===== config.mk =====
export PLATFORM = sky130hd
export DESIGN_NAME = keypad_scan_debounce
export DESIGN_NICKNAME = d
export VERILOG_FILES = /design/src/rtl/keypad_scan_debounce.sv
export SDC_FILE = /design/constraint.sdc
export NUM_CORES = 1
export LEC_CHECK = 0
export ABC_AREA = 1
export BUFFER_PORTS_ARGS = -buffer_cell sky130_fd_sc_hd__buf_4
export CAP_MARGIN = 10
export CORE_MARGIN = 2
export CORE_UTILIZATION = 55
export DETAILED_ROUTE_END_ITERATION = 10
export PLACE_DENSITY = 0.79
export SETUP_SLACK_MARGIN = 0.5
export SLEW_MARGIN = 20
export SYNTH_ARGS = -nofsm -noshare
export SYNTH_HDL_FRONTEND = slang
export SYNTH_SLANG_ARGS = --single-unit

===== constraint.sdc =====
create_clock -name clk -period 2.4 [get_ports clk]
set_input_delay 0.48 -clock clk [delete_from_list [all_inputs] [get_ports clk]]
set_output_delay 0.48 -clock clk [all_outputs]
set_load 0.01 [all_outputs]

===== src/rtl/keypad_scan_debounce.sv =====
// 3x4 matrix keypad scanner: rotates an active-low column, debounces presses and releases,
// and reports one key event per press. Define KEYPAD_REPEAT_EN for auto-repeat while held.
module keypad_scan_debounce #(
    parameter int SCAN_DIV     = 4,
    parameter int DEBOUNCE_CNT = 3,
    parameter int REPEAT_TICKS = 8
) (
    input  logic       clk,
    input  logic       rst,
    input  logic [3:0] row,
    output logic [2:0] column,
    output logic [3:0] key_code,
    output logic       key_valid,
    output logic       key_held
);
    // state    | meaning
    // SCAN     | rotating columns, looking for a single-row press
    // DEBOUNCE | column frozen, counting ticks the latched pattern stays stable
    // HELD     | key accepted and still down
    // RELEASE  | counting no-key ticks before the scan resumes
    typedef enum logic [1:0] {SCAN, DEBOUNCE, HELD, RELEASE} state_t;

    localparam int DIV_W = (SCAN_DIV > 1) ? $clog2(SCAN_DIV) : 1;
    localparam int CNT_W = $clog2(DEBOUNCE_CNT + 1);
    localparam logic [DIV_W-1:0] DIV_LAST = DIV_W'(SCAN_DIV - 1);
    localparam logic [CNT_W-1:0] CNT_LAST = CNT_W'(DEBOUNCE_CNT);
    localparam logic [CNT_W-1:0] CNT_ONE  = CNT_W'(1);
    localparam bit               FAST_DEB = (DEBOUNCE_CNT <= 1);

    if (SCAN_DIV < 4 || DEBOUNCE_CNT < 1 || REPEAT_TICKS < 1) begin : g_param_check
        $error("keypad_scan_debounce: illegal parameter set");
    end

    logic [3:0]       sync1_q, sync2_q;
    logic [DIV_W-1:0] div_q, div_d;
    logic [1:0]       col_q, col_d;
    state_t           state_q, state_d;
    logic [CNT_W-1:0] cnt_q, cnt_d;
    logic [3:0]       lat_row_q, lat_row_d;
    logic [3:0]       key_code_q, key_code_d;
    logic             key_valid_q, key_valid_d;

    logic             tick;
    logic             row_ok;
    logic             row_same;
    logic [1:0]       col_next;
    logic [CNT_W-1:0] cnt_inc;

`ifdef KEYPAD_REPEAT_EN
    localparam int REP_W = $clog2(REPEAT_TICKS + 1);
    localparam logic [REP_W-1:0] REP_LAST = REP_W'(REPEAT_TICKS);
    logic [REP_W-1:0] rep_q, rep_d;
    logic [REP_W-1:0] rep_inc;
    assign rep_inc = rep_q + REP_W'(1);
`endif

    function automatic logic [3:0] key_map(input logic [1:0] c, input logic [3:0] pat);
        logic [3:0] code;
        code = 4'h0;
        case (pat)
            4'b0111: code = 4'd1 + {2'b00, c};
            4'b1011: code = 4'd4 + {2'b00, c};
            4'b1101: code = 4'd7 + {2'b00, c};
            4'b1110: code = (c == 2'd0) ? 4'hE : ((c == 2'd1) ? 4'h0 : 4'hF);
            default: code = 4'h0;
        endcase
        return code;
    endfunction

    assign tick     = (div_q == DIV_LAST);
    assign row_same = (sync2_q == lat_row_q);
    assign col_next = (col_q == 2'd2) ? 2'd0 : col_q + 2'd1;
    assign cnt_inc  = cnt_q + CNT_ONE;

    // Patterns with zero or several low rows are treated exactly like no key.
    always_comb begin
        row_ok = 1'b0;
        case (sync2_q)
            4'b0111, 4'b1011, 4'b1101, 4'b1110: row_ok = 1'b1;
            default:                            row_ok = 1'b0;
        endcase
    end

    always_comb begin
        state_d     = state_q;
        div_d       = tick ? '0 : div_q + DIV_W'(1);
        col_d       = col_q;
        cnt_d       = cnt_q;
        lat_row_d   = lat_row_q;
        key_code_d  = key_code_q;
        key_valid_d = 1'b0;
`ifdef KEYPAD_REPEAT_EN
        rep_d       = rep_q;
`endif
        if (tick) begin
            case (state_q)
                SCAN: begin
                    if (row_ok) begin
                        lat_row_d = sync2_q;
                        cnt_d     = CNT_ONE;
                        if (FAST_DEB) begin
                            state_d     = HELD;
                            key_valid_d = 1'b1;
                            key_code_d  = key_map(col_q, sync2_q);
                        end else begin
                            state_d = DEBOUNCE;
                        end
                    end else begin
                        col_d = col_next;
                    end
                end
                DEBOUNCE: begin
                    if (row_same) begin
                        cnt_d = cnt_inc;
                        if (cnt_inc >= CNT_LAST) begin
                            state_d     = HELD;
                            key_valid_d = 1'b1;
                            key_code_d  = key_map(col_q, lat_row_q);
                        end
                    end else begin
                        state_d = SCAN;
                        col_d   = col_next;
                    end
                end
                HELD: begin
                    if (!row_same) begin
                        if (FAST_DEB && !row_ok) begin
                            state_d = SCAN;
                            col_d   = col_next;
                        end else begin
                            state_d = RELEASE;
                            cnt_d   = CNT_ONE;
                        end
                    end
`ifdef KEYPAD_REPEAT_EN
                    else if (rep_inc >= REP_LAST) begin
                        rep_d       = '0;
                        key_valid_d = 1'b1;
                    end else begin
                        rep_d = rep_inc;
                    end
`endif
                end
                RELEASE: begin
                    if (row_same) begin
                        state_d = HELD;
                    end else if (!row_ok) begin
                        cnt_d = cnt_inc;
                        if (cnt_inc >= CNT_LAST) begin
                            state_d = SCAN;
                            col_d   = col_next;
                        end
                    end else begin
                        // a different key while letting go is bounce: restart the release count
                        cnt_d = CNT_ONE;
                    end
                end
                default: state_d = SCAN;
            endcase
        end
`ifdef KEYPAD_REPEAT_EN
        if (state_d != HELD || state_q != HELD) begin
            rep_d = '0;
        end
`endif
    end

    always_ff @(posedge clk or negedge rst) begin
        if (!rst) begin
            sync1_q     <= 4'b0000;
            sync2_q     <= 4'b0000;
            div_q       <= '0;
            col_q       <= 2'd0;
            state_q     <= SCAN;
            cnt_q       <= '0;
            lat_row_q   <= 4'b0000;
            key_code_q  <= 4'h0;
            key_valid_q <= 1'b0;
        end else begin
            sync1_q     <= row;
            sync2_q     <= sync1_q;
            div_q       <= div_d;
            col_q       <= col_d;
            state_q     <= state_d;
            cnt_q       <= cnt_d;
            lat_row_q   <= lat_row_d;
            key_code_q  <= key_code_d;
            key_valid_q <= key_valid_d;
        end
    end

`ifdef KEYPAD_REPEAT_EN
    always_ff @(posedge clk or negedge rst) begin
        if (!rst) begin
            rep_q <= '0;
        end else begin
            rep_q <= rep_d;
        end
    end
`endif

    always_comb begin
        case (col_q)
            2'd0:    column = 3'b110;
            2'd1:    column = 3'b101;
            2'd2:    column = 3'b011;
            default: column = 3'b110;
        endcase
    end

    assign key_code  = key_code_q;
    assign key_valid = key_valid_q;
    assign key_held  = (state_q == HELD) || (state_q == RELEASE);

endmodule


; Word-level counts from Yosys, hierarchy flattened
; Index checks and enable logic that the tools add are counted.
[word_totals]
out_inout_bits = 9
reg_bits = 25
in_bits = 6
wordCells = 82
[classes]
n_eq_ne = 26
n_addsub = 6
mux = 30
n_reduce_logical = 10
magnitude_cmp = 1
[op_table]
columns = operator, n
row1 = two-way mux 2 bit, 18
row2 = "== test 4 bit, second input constant", 6
row3 = "!= test 2 bit, second input constant", 8
row4 = one-hot mux 2 bit (4 select lines), 2
row5 = one-hot mux 4 bit (4 select lines), 1
row6 = "!= test 3 bit, second input constant", 3
row7 = "adder 3 x 2 -> 4 bit, first input constant", 2
row8 = "== test 2 bit, second input constant", 4
row9 = "== test 4 x 3 -> 1 bit, second input constant", 2
row10 = two-way mux 4 bit, 2
row11 = AND reduction 7 bit, 1
row12 = "adder 2 x 1 -> 2 bit, second input constant", 3
row13 = one-hot mux 2 bit (3 select lines), 1
row14 = one-hot mux 3 bit (2 select lines), 1
row15 = AND reduction 6 bit, 1
row16 = two-way mux 1 bit, 5
row17 = AND reduction 5 bit, 1
row18 = "== test 2 x 1 -> 1 bit, second input constant", 2
row19 = == test 4 bit, 1
row20 = logical NOT 2 bit, 2
row21 = AND reduction 4 bit, 1
row22 = OR reduction 4 bit, 1
row23 = "adder 1 x 2 -> 3 bit, first input constant", 1
row24 = AND reduction 3 bit, 1
row25 = 3 further kinds, 3

; Logic depth before layout (Yosys ltp)
[depth]
word_depth = 6
depth_mapped = 11

; Worst setup path before layout
; Ideal clock, no wire load.
[synth_path]
path_type = register -> output
start = reg col_q[0]
end = out column[0]
stages_incl_launch_ff = 3
setup_slack_ns = 1.072
arrival_time_ns = 0.848
path_buffers = 0
path_cell_list = dfrtp_1 inv_1 ha_1
[synth_between]
elab_chain_cells = 2
[synth_rtl]
columns = item, line_no
row1 = "start, declared", 36  ; logic [1:0] col_q, col_d;
row2 = "start signal, assigned", 183  ; col_q <= col_d;
row3 = == test 2 bit or == test 2 x 1 -> 1 bit (tied branches), 203  ; case (col_q)
row4 = one-hot mux 3 bit (2 select lines) *, 203
row5 = "end, declared", 11  ; output logic [2:0] column,
; Every way passes the cells marked *; elsewhere a longest branch is shown, timed or not.

; Final worst setup path
[layout_path]
start = reg col_q[0]
end = out column[1]
; The elaborated chain is that of the path after synthesis.

==> reports/summary.md <==
The run finished with clean final reports. Yosys attributes the largest share of cell area to dfrtp_1 45%, nand2_1 16%, ha_1 7.2%, inv_1 5.7%, nand3_1 2.9%. The run gives 186 as the net count after synthesis. Pin placement for this block handled 15 I/O pins. TritonCTS built the clock tree. Based on the critical path, the design can be clocked at up to 550 MHz. From synthesis to final layout, the design area changed by 12.8%. STA classifies the critical path startpoint as a flop. The initialized floorplan defines 18 standard-cell rows.

From bottom edge to top edge, the die measures 54.2 µm. In this run, distinct cell masters in the synthesized netlist total 25. Of all nets on the critical path, the largest fanout is 5.

Worst-case headroom to the max-slew limit: 79.5%. Global routing used 2.50% of the available met3 tracks. The critical path is of the reg2out type. Setup violations remaining at the end of the flow were counted as 0. In this run, CTS created clock tree buffers numbering 3. During synthesis, Yosys emitted a total of 0 warnings. Data arrives at the worst endpoint at 1.34 ns. The first-pass GRT wire length was 4310 µm; the clock latency at the later pin of the worst-skew pair was 0.33 ns.

The H-tree depth is 1, and the vias per cell is 5.13. The total routed wirelength was 2650 µm. For met1 alone, demand over resource in global routing was 24.2%. Initial antenna violation count: 0.

The tightest hold path in the finished design has a slack of 0.0124 ns. For this design, the sink count on the clock tree is 25. The portion of the clock cycle consumed by the worst path in the final layout works out to 75.8%. The detailed placer's ending HPWL was 2090 µm; the maximum number of pins on one net before global-route repair was 26.

For met2 alone, demand over resource in global routing was 39.2%. The total overflow left after global routing is 0. The final layout contains 205 nets. The total of max-cap violations was 0. The number of optimization iterations in the first detailed-route pass came out at 4. Setup repair after global routing left no endpoint under its margin.

0 antenna diodes ended up in the layout. The via count of the first global-routing pass was 1005. The logs give 0 for the total count of hold-check failures in the final report and 0.000844 µW for the leakage power.

The run gives 2430 µm² as the standard cell core area. The per-cell routed wire length is 12.0 µm, and the count of routing violations after the opening detailed-route iteration is 28. The busiest layer in global routing is met2. The full die area is 2940 µm², and the transition time at the pin with the least slew margin is 0.308 ns. In this run the cell area of the synthesized design comes to 1390 µm². The longest clock path from root to sink contains 2 buffers. A synthesized cell averages 8.06 µm².

The count of unresolved DRC violations after routing is 0. Between clock sinks in the finished design, the worst skew comes to 0.0106 ns. The pre-CTS setup slack was 0.870 ns.

The routed layout has 1129 vias. The area share of the leading cell type in the synthesized netlist works out to 45.1%. The clock period could shrink to 1.82 ns. The fraction of the yosys area taken by sequential cells was 45.1%. The worst endpoint required time came out at 1.92 ns. The path class of the tightest hold or removal check is in2async.

Counting flops and latches in the post-synthesis netlist gives 25. For the post-synthesis cell count, the log shows 172. The fraction of final layout cells with drive strength greater than 1 works out to 23.7%.

The run gives 0 as the total count of max-transition violations in the final report. The quantity of I/O buffers inserted on ports works out to 14. The global-route usage over all layers is 21.1%. The die is 54.2 µm wide. The worst path meets setup with 0.581 ns of slack. Across the VDD grid, the largest voltage drop is 723 µV.

The tools report the root buffer cell as clkbuf_4. Dividing total power by cell area gives a power density of 920 nW/µm². Clock-pin slew was measured on the worst setup and hold paths at 0.15 ns. After routing, the total negative slack on setup checks comes to 0 ns. Once the floorplan was initialized, standard cells occupied 57.0% of the core. The count of nets left with antenna violations once routing finished came out at 0. The type of destination of the critical path is an output pin. The leading area contributor after synthesis is dfrtp_1. At the end of routability-driven placement, the weighted congestion stood at 0.828.
## where the power goes
group	internal [µW]	switching, µW	total [µW]
Sequential	505	114	619
Combinational	237	386	623
Clock	63.8	133	196
Total	806	632	1440
## kinds of logic after synthesis
group / share of synthesized area [%]
and+or+nand+nor: 34.7
buffers and inverters: 8.48
AOI/OAI and AO/OA: 4.51
DFF: 45.1
adders and majority gates: 7.22
## cell usage after synthesis (all sizes together)
master,count
and3,1
nand2,66
buf,1
nor2,11
o2111ai,1
dfrtp,25
o21ai,9
clkbuf,1
nand4,5
nand3,10
nand3b,1
a21oi,1
inv,26
clkinv,1
nor3,5
ha,8
## flip-flops by register name, indices dropped and copies added (netlist names), named ones only
name	count
col_q	2
state_q	1
div_q	2
cnt_q	2
lat_row_q	4
key_valid	1
key_code	4
sync2_q	4
sync1_q	4
## layer usage
layer / vias up / part of all wire (%)
li1: 573 / -
met1: 528 / 42
met2: 24 / 53
met3: 4 / 3.0
met4: 0 / 1.6
met5: - / 0
## stage by stage
stage	util [%]	power, µW	std cells	cell area [µm²]
final	64.3	1440	220	1560
after global routing	64.3	1550	220	1560
after CTS	63.7	1420	218	1550
after detailed placement	62.4	1220	214	1520
after global placement	62.4	1170	214	1520
after floorplan	-	1050	172	1390
## layout make-up
class                   instances  area, µm²
clock buffers                   3       22.5
well taps                      30       37.5
fillers                       207        868
multi-input cells             118        643
flip-flops and latches         25        627
repair buffers                 16        120
inverters                      27        106
clock inverters                 1       7.51
## critical path: stages, from the launching register on
cell	delay [ns]
dfrtp_2	0.46
buf_4	0.15
ha_1	0.19
inv_1	0.08
buf_4	0.12
## path summary, 6_finish.rpt
| path | slack (ns) | cells after the start | end | start |
|---|---|---|---|---|
| worst max-delay path | 0.58 | 4 | column[1] | col_q[0]$_DFFE_PN0P_ |
| worst min-delay path | 0.01 | 1 | sync2_q[1]$_DFF_PN0_ | rst |
| worst max register to register | 0.95 | 9 | flop | cnt_q[0]$_DFFE_PN0P_ |
| worst min register to register | 0.37 | 0 | sync2_q[0]$_DFF_PN0_ | sync1_q[0]$_DFF_PN0_ |
| max in group asynchronous | 2.14 | 1 | col_q[0]$_DFFE_PN0P_ | rst |
| min in group clk | 0.24 | 1 | sync1_q[2]$_DFF_PN0_ | row[2] |
## repair_timing
action | in CTS | in global routing
endpoints found under the setup margin | 1 | 1
buffers inserted | 0 | 2
hold buffers | 0 | 0
gates resized for setup | 1 | 1
## placed cells by master, fill, tap and decap left out, types with 2 or more instances in the layout
cell type,count
nor2_1,6
inv_1,20
inv_2,6
nand2_1,59
o21ai_0,8
nand4_1,5
nor2_2,4
buf_4,16
nand3_1,8
ha_1,8
nor3_1,3
clkbuf_4,3
dfrtp_1,24
nand2_4,2
nand3_2,2
nand2_2,5
Note: power is estimated with default switching activity, not from simulation.
